===== config.mk =====
export PLATFORM = sky130hd
export DESIGN_NAME = aes128_enc_sequencer
export DESIGN_NICKNAME = d
export VERILOG_FILES = /design/src/rtl/aes128_enc_sequencer.sv
export SDC_FILE = /design/constraint.sdc
export NUM_CORES = 1
export LEC_CHECK = 0
export ABC_AREA = 1
export CAP_MARGIN = 30
export CORE_ASPECT_RATIO = 0.8
export CORE_MARGIN = 3
export CORE_UTILIZATION = 50
export CTS_CLUSTER_SIZE = 25
export DETAILED_ROUTE_END_ITERATION = 10
export PLACE_DENSITY = 0.8
export SKIP_CTS_REPAIR_TIMING = 1
export SLEW_MARGIN = 5
export SYNTH_ARGS = -nofsm -noshare
export SYNTH_HDL_FRONTEND = slang
export SYNTH_SLANG_ARGS = --single-unit

===== constraint.sdc =====
create_clock -name g_clk -period 39.2 [get_ports g_clk]
set_input_delay 7.84 -clock g_clk [delete_from_list [all_inputs] [get_ports g_clk]]
set_output_delay 7.84 -clock g_clk [all_outputs]
set_load 0.02 [all_outputs]

===== src/rtl/aes128_enc_sequencer.sv =====
// -----------------------------------------------------------------------------
// aes128_enc_sequencer
//
// Sequences one AES-128 block encryption over a shared 64-bit AES datapath.
// Each round issues five datapath ops in order: ENC lo, ENC hi, KS1, KS2, KS2.
// The ENC ops produce the SubBytes/ShiftRows(/MixColumns) result one doubleword
// at a time. KS1/KS2 expand the next round key on the fly. AddRoundKey is
// applied locally once the new key halves are known. Ten rounds give 50 ops.
//
// Parameters
//   CLEAR_KEYS  1: zero state/key/temp registers on the response handshake
//               0: leave their contents in place
//
// Ports
//   g_clk, g_rst          clock (rising edge), async active-high reset
//   req_valid/req_ready   block request handshake (ready only when idle)
//   req_key, req_pt       128-bit key / plaintext, byte i at [8i+7:8i]
//   rsp_valid/rsp_ready   ciphertext handshake
//   rsp_ct                ciphertext, same byte order, zero unless valid
//   busy                  high from request accept to response handshake
//   dp_valid/dp_ready     datapath op handshake (dp_rd sampled on ready)
//   dp_hi, dp_mix         ENC op: high doubleword select, MixColumns enable
//   dp_op_enc/ks1/ks2     one-hot op select
//   dp_rs1, dp_rs2        datapath operands (rs2[3:0] = rcon index for KS1)
//   dp_rd                 datapath result
// -----------------------------------------------------------------------------
module aes128_enc_sequencer #(
    parameter bit CLEAR_KEYS = 1'b1
) (
    input  logic         g_clk,
    input  logic         g_rst,
    input  logic         req_valid,
    output logic         req_ready,
    input  logic [127:0] req_key,
    input  logic [127:0] req_pt,
    output logic         rsp_valid,
    input  logic         rsp_ready,
    output logic [127:0] rsp_ct,
    output logic         busy,
    output logic         dp_valid,
    input  logic         dp_ready,
    output logic         dp_hi,
    output logic         dp_mix,
    output logic         dp_op_enc,
    output logic         dp_op_ks1,
    output logic         dp_op_ks2,
    output logic [63:0]  dp_rs1,
    output logic [63:0]  dp_rs2,
    input  logic [63:0]  dp_rd
);

    typedef enum logic [2:0] {
        ST_IDLE,
        ST_ENC_LO,
        ST_ENC_HI,
        ST_KS1,
        ST_KS2A,
        ST_KS2B,
        ST_DONE
    } state_t;

    localparam logic [3:0] LAST_RND = 4'd10;

    state_t      state;
    state_t      state_nxt;

    // s1:s0 cipher state (s0 = bytes 0..7), k1:k0 current round key,
    // t holds ENC-hi then the KS1 word, e holds ENC-lo until AddRoundKey.
    logic [63:0] s0, s1, k0, k1, t, e;
    logic [3:0]  rnd;

    // -------------------------------------------------------------------------
    // Next state and outputs
    // -------------------------------------------------------------------------
    always_comb begin
        // NOTE: every output gets a default first, so no path through the
        // case statement can leave a signal unassigned and infer a latch.
        state_nxt = state;
        req_ready = 1'b0;
        rsp_valid = 1'b0;
        rsp_ct    = '0;
        busy      = 1'b1;
        dp_valid  = 1'b0;
        dp_hi     = 1'b0;
        dp_mix    = 1'b0;
        dp_op_enc = 1'b0;
        dp_op_ks1 = 1'b0;
        dp_op_ks2 = 1'b0;
        dp_rs1    = '0;
        dp_rs2    = '0;

        unique case (state)
            ST_IDLE: begin
                req_ready = 1'b1;
                busy      = 1'b0;
                if (req_valid) state_nxt = ST_ENC_LO;
            end
            ST_ENC_LO: begin
                dp_valid  = 1'b1;
                dp_op_enc = 1'b1;
                dp_mix    = (rnd != LAST_RND);
                dp_rs1    = s0;
                dp_rs2    = s1;
                if (dp_ready) state_nxt = ST_ENC_HI;
            end
            ST_ENC_HI: begin
                dp_valid  = 1'b1;
                dp_op_enc = 1'b1;
                dp_hi     = 1'b1;
                dp_mix    = (rnd != LAST_RND);
                dp_rs1    = s0;
                dp_rs2    = s1;
                if (dp_ready) state_nxt = ST_KS1;
            end
            ST_KS1: begin
                dp_valid  = 1'b1;
                dp_op_ks1 = 1'b1;
                dp_rs1    = k1;
                // Round r uses round constant index r-1.
                dp_rs2    = {60'b0, rnd - 4'd1};
                if (dp_ready) state_nxt = ST_KS2A;
            end
            ST_KS2A: begin
                dp_valid  = 1'b1;
                dp_op_ks2 = 1'b1;
                dp_rs1    = t;
                dp_rs2    = k0;
                if (dp_ready) state_nxt = ST_KS2B;
            end
            ST_KS2B: begin
                dp_valid  = 1'b1;
                dp_op_ks2 = 1'b1;
                dp_rs1    = k0;
                dp_rs2    = k1;
                if (dp_ready) state_nxt = (rnd == LAST_RND) ? ST_DONE : ST_ENC_LO;
            end
            ST_DONE: begin
                rsp_valid = 1'b1;
                rsp_ct    = {s1, s0};
                if (rsp_ready) state_nxt = ST_IDLE;
            end
            default: begin
                state_nxt = ST_IDLE;
            end
        endcase
    end

    // -------------------------------------------------------------------------
    // State register
    // -------------------------------------------------------------------------
    always_ff @(posedge g_clk or posedge g_rst) begin
        // NOTE: sequential state uses non-blocking assignments so every
        // register samples the pre-edge values, independent of block order.
        if (g_rst) state <= ST_IDLE;
        else       state <= state_nxt;
    end

    // -------------------------------------------------------------------------
    // Cipher state, round key and temporaries
    // -------------------------------------------------------------------------
    always_ff @(posedge g_clk or posedge g_rst) begin
        // NOTE: the data registers are reset as well, so key material from an
        // interrupted request never survives a reset.
        if (g_rst) begin
            s0  <= '0;
            s1  <= '0;
            k0  <= '0;
            k1  <= '0;
            t   <= '0;
            e   <= '0;
            rnd <= '0;
        end else begin
            unique case (state)
                ST_IDLE: begin
                    if (req_valid) begin
                        {s1, s0} <= req_pt ^ req_key;
                        {k1, k0} <= req_key;
                        rnd      <= 4'd1;
                    end
                end
                ST_ENC_LO: begin
                    if (dp_ready) e <= dp_rd;
                end
                ST_ENC_HI: begin
                    if (dp_ready) t <= dp_rd;
                end
                ST_KS1: begin
                    // Park ENC-hi in s1 so t can take the KS1 result.
                    if (dp_ready) begin
                        s1 <= t;
                        t  <= dp_rd;
                    end
                end
                ST_KS2A: begin
                    if (dp_ready) k0 <= dp_rd;
                end
                ST_KS2B: begin
                    // AddRoundKey with the freshly expanded key halves.
                    if (dp_ready) begin
                        k1 <= dp_rd;
                        s0 <= e ^ k0;
                        s1 <= s1 ^ dp_rd;
                        if (rnd != LAST_RND) rnd <= rnd + 4'd1;
                    end
                end
                ST_DONE: begin
                    if (rsp_ready && CLEAR_KEYS) begin
                        s0 <= '0;
                        s1 <= '0;
                        k0 <= '0;
                        k1 <= '0;
                        t  <= '0;
                        e  <= '0;
                    end
                end
                default: begin
                end
            endcase
        end
    end

endmodule

==> metrics.cfg, run 1 <==
[global_route]
met1_usage_pct = 48.5
grt_use_total_pct = 36.1
gr-max-usage-layer = met2
grt_overflow = 0
use_met3_pct = 7.36
met2_usage_pct = 56.9
grt_first_pass_wirelength_um = 151000
antenna_found_initial = 8
grt_pass1_vias = 26300
grt_max_degree = 176

[setup_path]
cp_num_buf_inv = 3
cp_data_arrival_time_ps = 4380
crit_fanout = 75
startpoint = state[0]
reg2reg_from = state[1]
critPathTopFamily = buffers and inverters
cpMostUsedCell = nand2_1
cpPeakStageDelay_ps = 920
critical_path.startpoint_type = register
path_cells = nand3_4 > inv_4 > buf_4 > nand2_1 > nand2_1 > a21oi_1 > o21ai_0 > clkdlybuf4s50_1
crit_slowest_cell = buf_4
crit_required_ps = 31360
critPathCaptureType = primary output
path_class = reg2out

[route]
remaining_drc_errors = 0
routed_wl_um = 98300
wl_per_cell_um = 20.1
first_pass_iters = 6
first_iter_violations = 3197
ant_nets = 0
vias_per_cell = 5.64
vias = 27500

[timing]
hold_ws_ps = 469
fin_crit_ps = 12220
max_clock_freq_mhz = 81.8
slew_violations = 0
final.setup.tns_ps = 0
rsz0062_at_grt = no
slew-limit-headroom_pct = 28.7
finalSetupViolCount = 0
fin_crit_sh_pct = 31.2
hold_viol_final = 0
finalClockSkew_ps = 16.4
setup_slack_ps = 26980
tightestPinTransition_ps = 1070

[logic_synthesis]
yosysSeqAreaShare_pct = 39.1
synth_area_per_cell_um2 = 6.70
ys_types = 28
syn_inst = 3735
yosys_warnings = 0
syn_nets = 4063
ys_ff_latch = 391
synth_area_mm2 = 0.0250

[cts]
clk_latency_ps = 550
htreeDepth = 2
clk_pin_slew_ps = 60
max-clock-path-buffers = 3
cts_tree = built
cts-root-buf = clkbuf_16
clkSinkCount = 391
cts_buffers = 43

[floorplan]
dieArea_mm2 = 0.0528
die_w_um = 256
die_y_um = 206
initial_core_util_pct = 51.2
ios = 590
row_count = 72
placeableCoreArea_mm2 = 0.0489

[final_layout]
area_growth_syn_to_layout_pct = 30.7
nFillCells = 4290
drive_gt1_share_pct = 3.42
design_area_mm2 = 0.0327
nNetsFinal = 4502
fin_util_pct = 66.9

[placement]
dpl_cell_area_mm2 = 0.0309
dpl_worst_slack_ps = 27590
gp_congestion = 0.934
io_buffers = 589
hpwl_um = 62200

[hold_path]
hold_path_class = reg2reg
min_from = k1[51]

[power_and_ir_drop]
max-vdd-ir-drop_uv = 87.0
p_leak_uw = 0.0161
power_density_mw_per_mm2 = 82.7

[outcome]
status = finished, final reports clean

[run]
maxCapViolations = 0

## state kept, by name (all words and copies together) (netlist names)
| name | cells |
|---|---|
| e | 64 |
| k0 | 64 |
| k1 | 64 |
| rnd | 4 |
| s0 | 64 |
| s1 | 64 |
| state | 3 |
| t | 64 |
## placed cells by master (no fill, tap or decap), types with 2 or more instances in the layout
master,n
nor2_1,327
o2111ai_1,66
a22oi_1,54
o21ai_1,70
buf_4,31
inv_8,2
clkbuf_16,45
o211ai_1,6
nand3_1,206
ha_1,3
o21ai_0,233
a21oi_1,67
diode_2,11
bufinv_16,5
buf_12,4
inv_1,297
buf_16,8
nand2_2,4
clkbuf_8,11
nand3_4,3
clkbuf_1,6
nand2_4,4
dfrtp_1,391
xor2_1,129
xnor2_1,66
nor2_4,7
inv_2,5
nand3_2,2
clkdlybuf4s50_1,589
nand4_1,2
nand2_1,1547
clkinv_2,7
## area by class of cell
class                           count  area [µm²]  share of cell area [%]
Multi-Input combinational cell   2801       13000                    39.7
Inverter                          305        1160                    3.55
Tap cell                          666         833                    2.55
Antenna cell                       11        27.5                  0.0841
Timing Repair Buffer              632        6430                    19.6
Sequential cell                   391        9780                    29.9
Clock buffer                       62        1300                    3.97
Clock inverter                     14         204                   0.623
## path summary, 6_finish.rpt
path	to	slack, ps	cells past startpoint
min in group asynchronous	s1[55]	7810	2
worst max-delay path	dp_rs2[2]	26980	8
max in group asynchronous	k1[23]	29460	5
worst min register to register	k1[51]	470	2
worst max register to register	s1[48]	34520	10
worst min-delay path	k1[51]	470	2
## report_power, final
group          internal [µW]  switching [µW]
Sequential               607             176
Clock                    263             171
Combinational            523             967
## routing by layer
metal  share of wire, %  up-vias
li1                   -    12600
met1                 40    12800
met2                 45     1828
met3                 11      293
met4                4.4        6
met5              0.033        -
## cell families (layout without fill, tap and decap cells)
| group | Yosys count | count (layout) | share of synthesized area (%) |
|---|---|---|---|
| compound gates | 500 | 500 | 11.6 |
| buf+inv | 543 | 1013 | 9.46 |
| flops | 391 | 391 | 39.1 |
| other cells | 0 | 11 | 0 |
| simple gates | 2103 | 2103 | 32.9 |
| xor+xnor | 195 | 195 | 6.82 |
| fa+ha+maj | 3 | 3 | 0.150 |
## worst reg2reg max path, cell delays in order (launching register included)
cell,delay [ps]
dfrtp_1,660
inv_2,140
nand3_4,330
buf_12,670
nand2_1,280
inv_6,710
nand3_1,190
nand2_2,680
buf_4,700
nand2_1,170
nand2_1,110
## synth_stat cells (all sizes together)
cell type | count | share of area, %
a21boi | 1 | 0.030
o21ai | 304 | 6.1
a22oi | 54 | 1.6
o2111ai | 66 | 2.3
xnor2 | 66 | 2.3
clkbuf | 55 | 0.82
nand3 | 211 | 4.3
o221ai | 1 | 0.035
o211ai | 6 | 0.18
ha | 3 | 0.15
dfrtp | 391 | 39
xor2 | 129 | 4.5
nand4 | 2 | 0.050
nor2 | 335 | 5.2
a21oi | 68 | 1.4
inv | 305 | 4.6
buf | 183 | 4.1
nand2 | 1555 | 23
## through the flow
step,instances,total power [µW]
after floorplan,3735,1670
after global placement,4784,2190
after detailed placement,4785,2220
after CTS,4861,2660
after global routing,4876,2880
final,4882,2710
Power figures use the tool's default switching activity.
==> run 2, diff against run 1 <==
CORE_UTILIZATION = 46   (was 50)
PLACE_DENSITY = 0.78   (was 0.8)
clock period = 10.12 ns   (was 39.2 ns; I/O delays follow)
==> metrics.cfg, run 2 (synthesis results as in run 1) <==
[timing]
rsz0062_at_grt = no
setup_slack_ps = 4040  ; -22940 ps
tightestPinTransition_ps = 1060  ; -5.58 ps
slew_violations = 0  ; unchanged
finalSetupViolCount = 0  ; unchanged
slew-limit-headroom_pct = 29.1  ; +0.37 points
finalClockSkew_ps = 11.9  ; -4.50 ps
fin_crit_ps = 6080
fin_crit_sh_pct = 60.1
max_clock_freq_mhz = 164
hold_ws_ps = 473  ; +3.30 ps
final.setup.tns_ps = 0  ; unchanged
hold_viol_final = 0  ; unchanged

[final_layout]
area_growth_syn_to_layout_pct = 29.9
nFillCells = 4901  ; +14%
multi_input_area_mm2 = 0.0130  ; about the same
design_area_mm2 = 0.0325  ; -0.61%
seqCellArea_mm2 = 0.00978  ; unchanged
nNetsFinal = 4498  ; -0.089%
final_cell_mix = nand2_1, clkdlybuf4s50_1, dfrtp_1
drive_gt1_share_pct = 3.22  ; -0.21 points
final_common_cell = nand2_1

[route]
vias_per_cell = 5.57  ; -1.2%
first_iter_violations = 3132  ; -2.0%
vias = 27300  ; -0.79%
remaining_drc_errors = 0  ; unchanged
routed_wl_um = 98000  ; -0.29%
wl_per_cell_um = 20.0  ; -0.68%
first_pass_iters = 6  ; unchanged
ant_nets = 0  ; unchanged

[floorplan]
die_y_um = 215  ; +4.1%
initial_core_util_pct = 47.1  ; -4.0 points
die_w_um = 267  ; +4.2%
placeableCoreArea_mm2 = 0.0531  ; +8.6%
row_count = 75  ; +4.2%
ios = 590  ; unchanged
dieArea_mm2 = 0.0573  ; +8.5%

[setup_path]
cp_data_arrival_time_ps = 4060  ; -320 ps
crit_required_ps = 8100  ; -23260 ps
rrSetupSlack_ps = 5470  ; -29050 ps
critical_path.startpoint_type = register
crit_fanout = 68  ; -9.3%
worstRegToRegCells = 11  ; +1
reg2reg_from = state[1]
path_class = reg2out
r2r_end = s1[56]
critPathCaptureType = primary output

[cts]
htreeDepth = 2  ; unchanged
cts_tree = built
clkSinkCount = 391  ; unchanged
max-clock-path-buffers = 3  ; unchanged
cts-root-buf = clkbuf_16
clk_latency_ps = 550  ; about the same
cts_buffers = 44  ; +2.3%
clk_pin_slew_ps = 60  ; about the same

[placement]
io_buffers = 589  ; unchanged
hpwl_um = 62400  ; +0.28%
dpl_worst_slack_ps = 4590  ; -23010 ps
gp_congestion = 0.899  ; -3.8%
dpl_cell_area_mm2 = 0.0311  ; +0.55%

[power_and_ir_drop]
total_power_uw = 10300  ; +280%
p_leak_uw = 0.0160  ; -0.72%
power_density_mw_per_mm2 = 317  ; +280%
max-vdd-ir-drop_uv = 384  ; +340%

[outcome]
status = finished, final reports clean

[hold_path]
holdPathStages = 2  ; unchanged
hold_path_end = k1[51]
min_from = k1[51]
hold_path_class = reg2reg

[global_route]
grt_overflow = 0  ; unchanged
grt_first_pass_wirelength_um = 151000  ; +0.20%
antenna_found_initial = 16  ; +8
grt_max_degree = 166  ; -5.7%
grt_pass1_vias = 26300  ; -0.25%
grt_use_total_pct = 33.3  ; -2.8 points

[run]
maxCapViolations = 0  ; unchanged

run 2: per-stage QoR:
stage	cells	util (%)
floorplan	3735	-
global placement	4810	58.3
detailed placement	4815	58.5
CTS	4890	61.1
global route	4898	61.2
finish	4901	61.2
run 2: where the power goes:
group / total (µW) / switching (µW) / internal [µW]
combinational: 5750 / 3730 / 2020
clock: 1550 / 670 / 875
sequential: 3030 / 681 / 2350
run 2: layout make-up:
cell class	count	share of cell area, %
multi-input cells	2801	39.9
clock buffers	59	3.78
diodes	9	0.0693
flip-flops and latches	391	30.1
clock inverters	16	0.354
inverters	305	3.56
repair buffers	627	19.6
well taps	693	2.67
run 2: critical path, stage by stage, from the launching register on:
cell and delay (ps):
dfrtp_1 540, inv_2 290, nand3_1 230, nand2_4 550, buf_4 460, buf_16 320, nand2_1 90, o2111ai_1 180
clkdlybuf4s50_1 720
run 2: per-layer routing:
layer / routed length, µm / vias to the layer above / GRT usage [%]
met1: 39100 / 12800 / 44.4
met5: 119 / - / 0
met2: 44000 / 1655 / 51.9
met4: 4160 / 16 / 13.8
li1: - / 12600 / -
met3: 10700 / 300 / 8.23
run 2: worst max path at each step:
| stage | start | to | slack, ps |
|---|---|---|---|
| floorplan | g_rst | e[0] | 2840 |
| global placement | state[2] | dp_rs1[59] | 4520 |
| detailed placement | rsp_ready | s1[56] | 4590 |
| CTS | state[2] | dp_rs1[63] | 4110 |
| global route | state[2] | dp_rs1[63] | 3930 |
| finish | state[2] | dp_rs1[62] | 4040 |
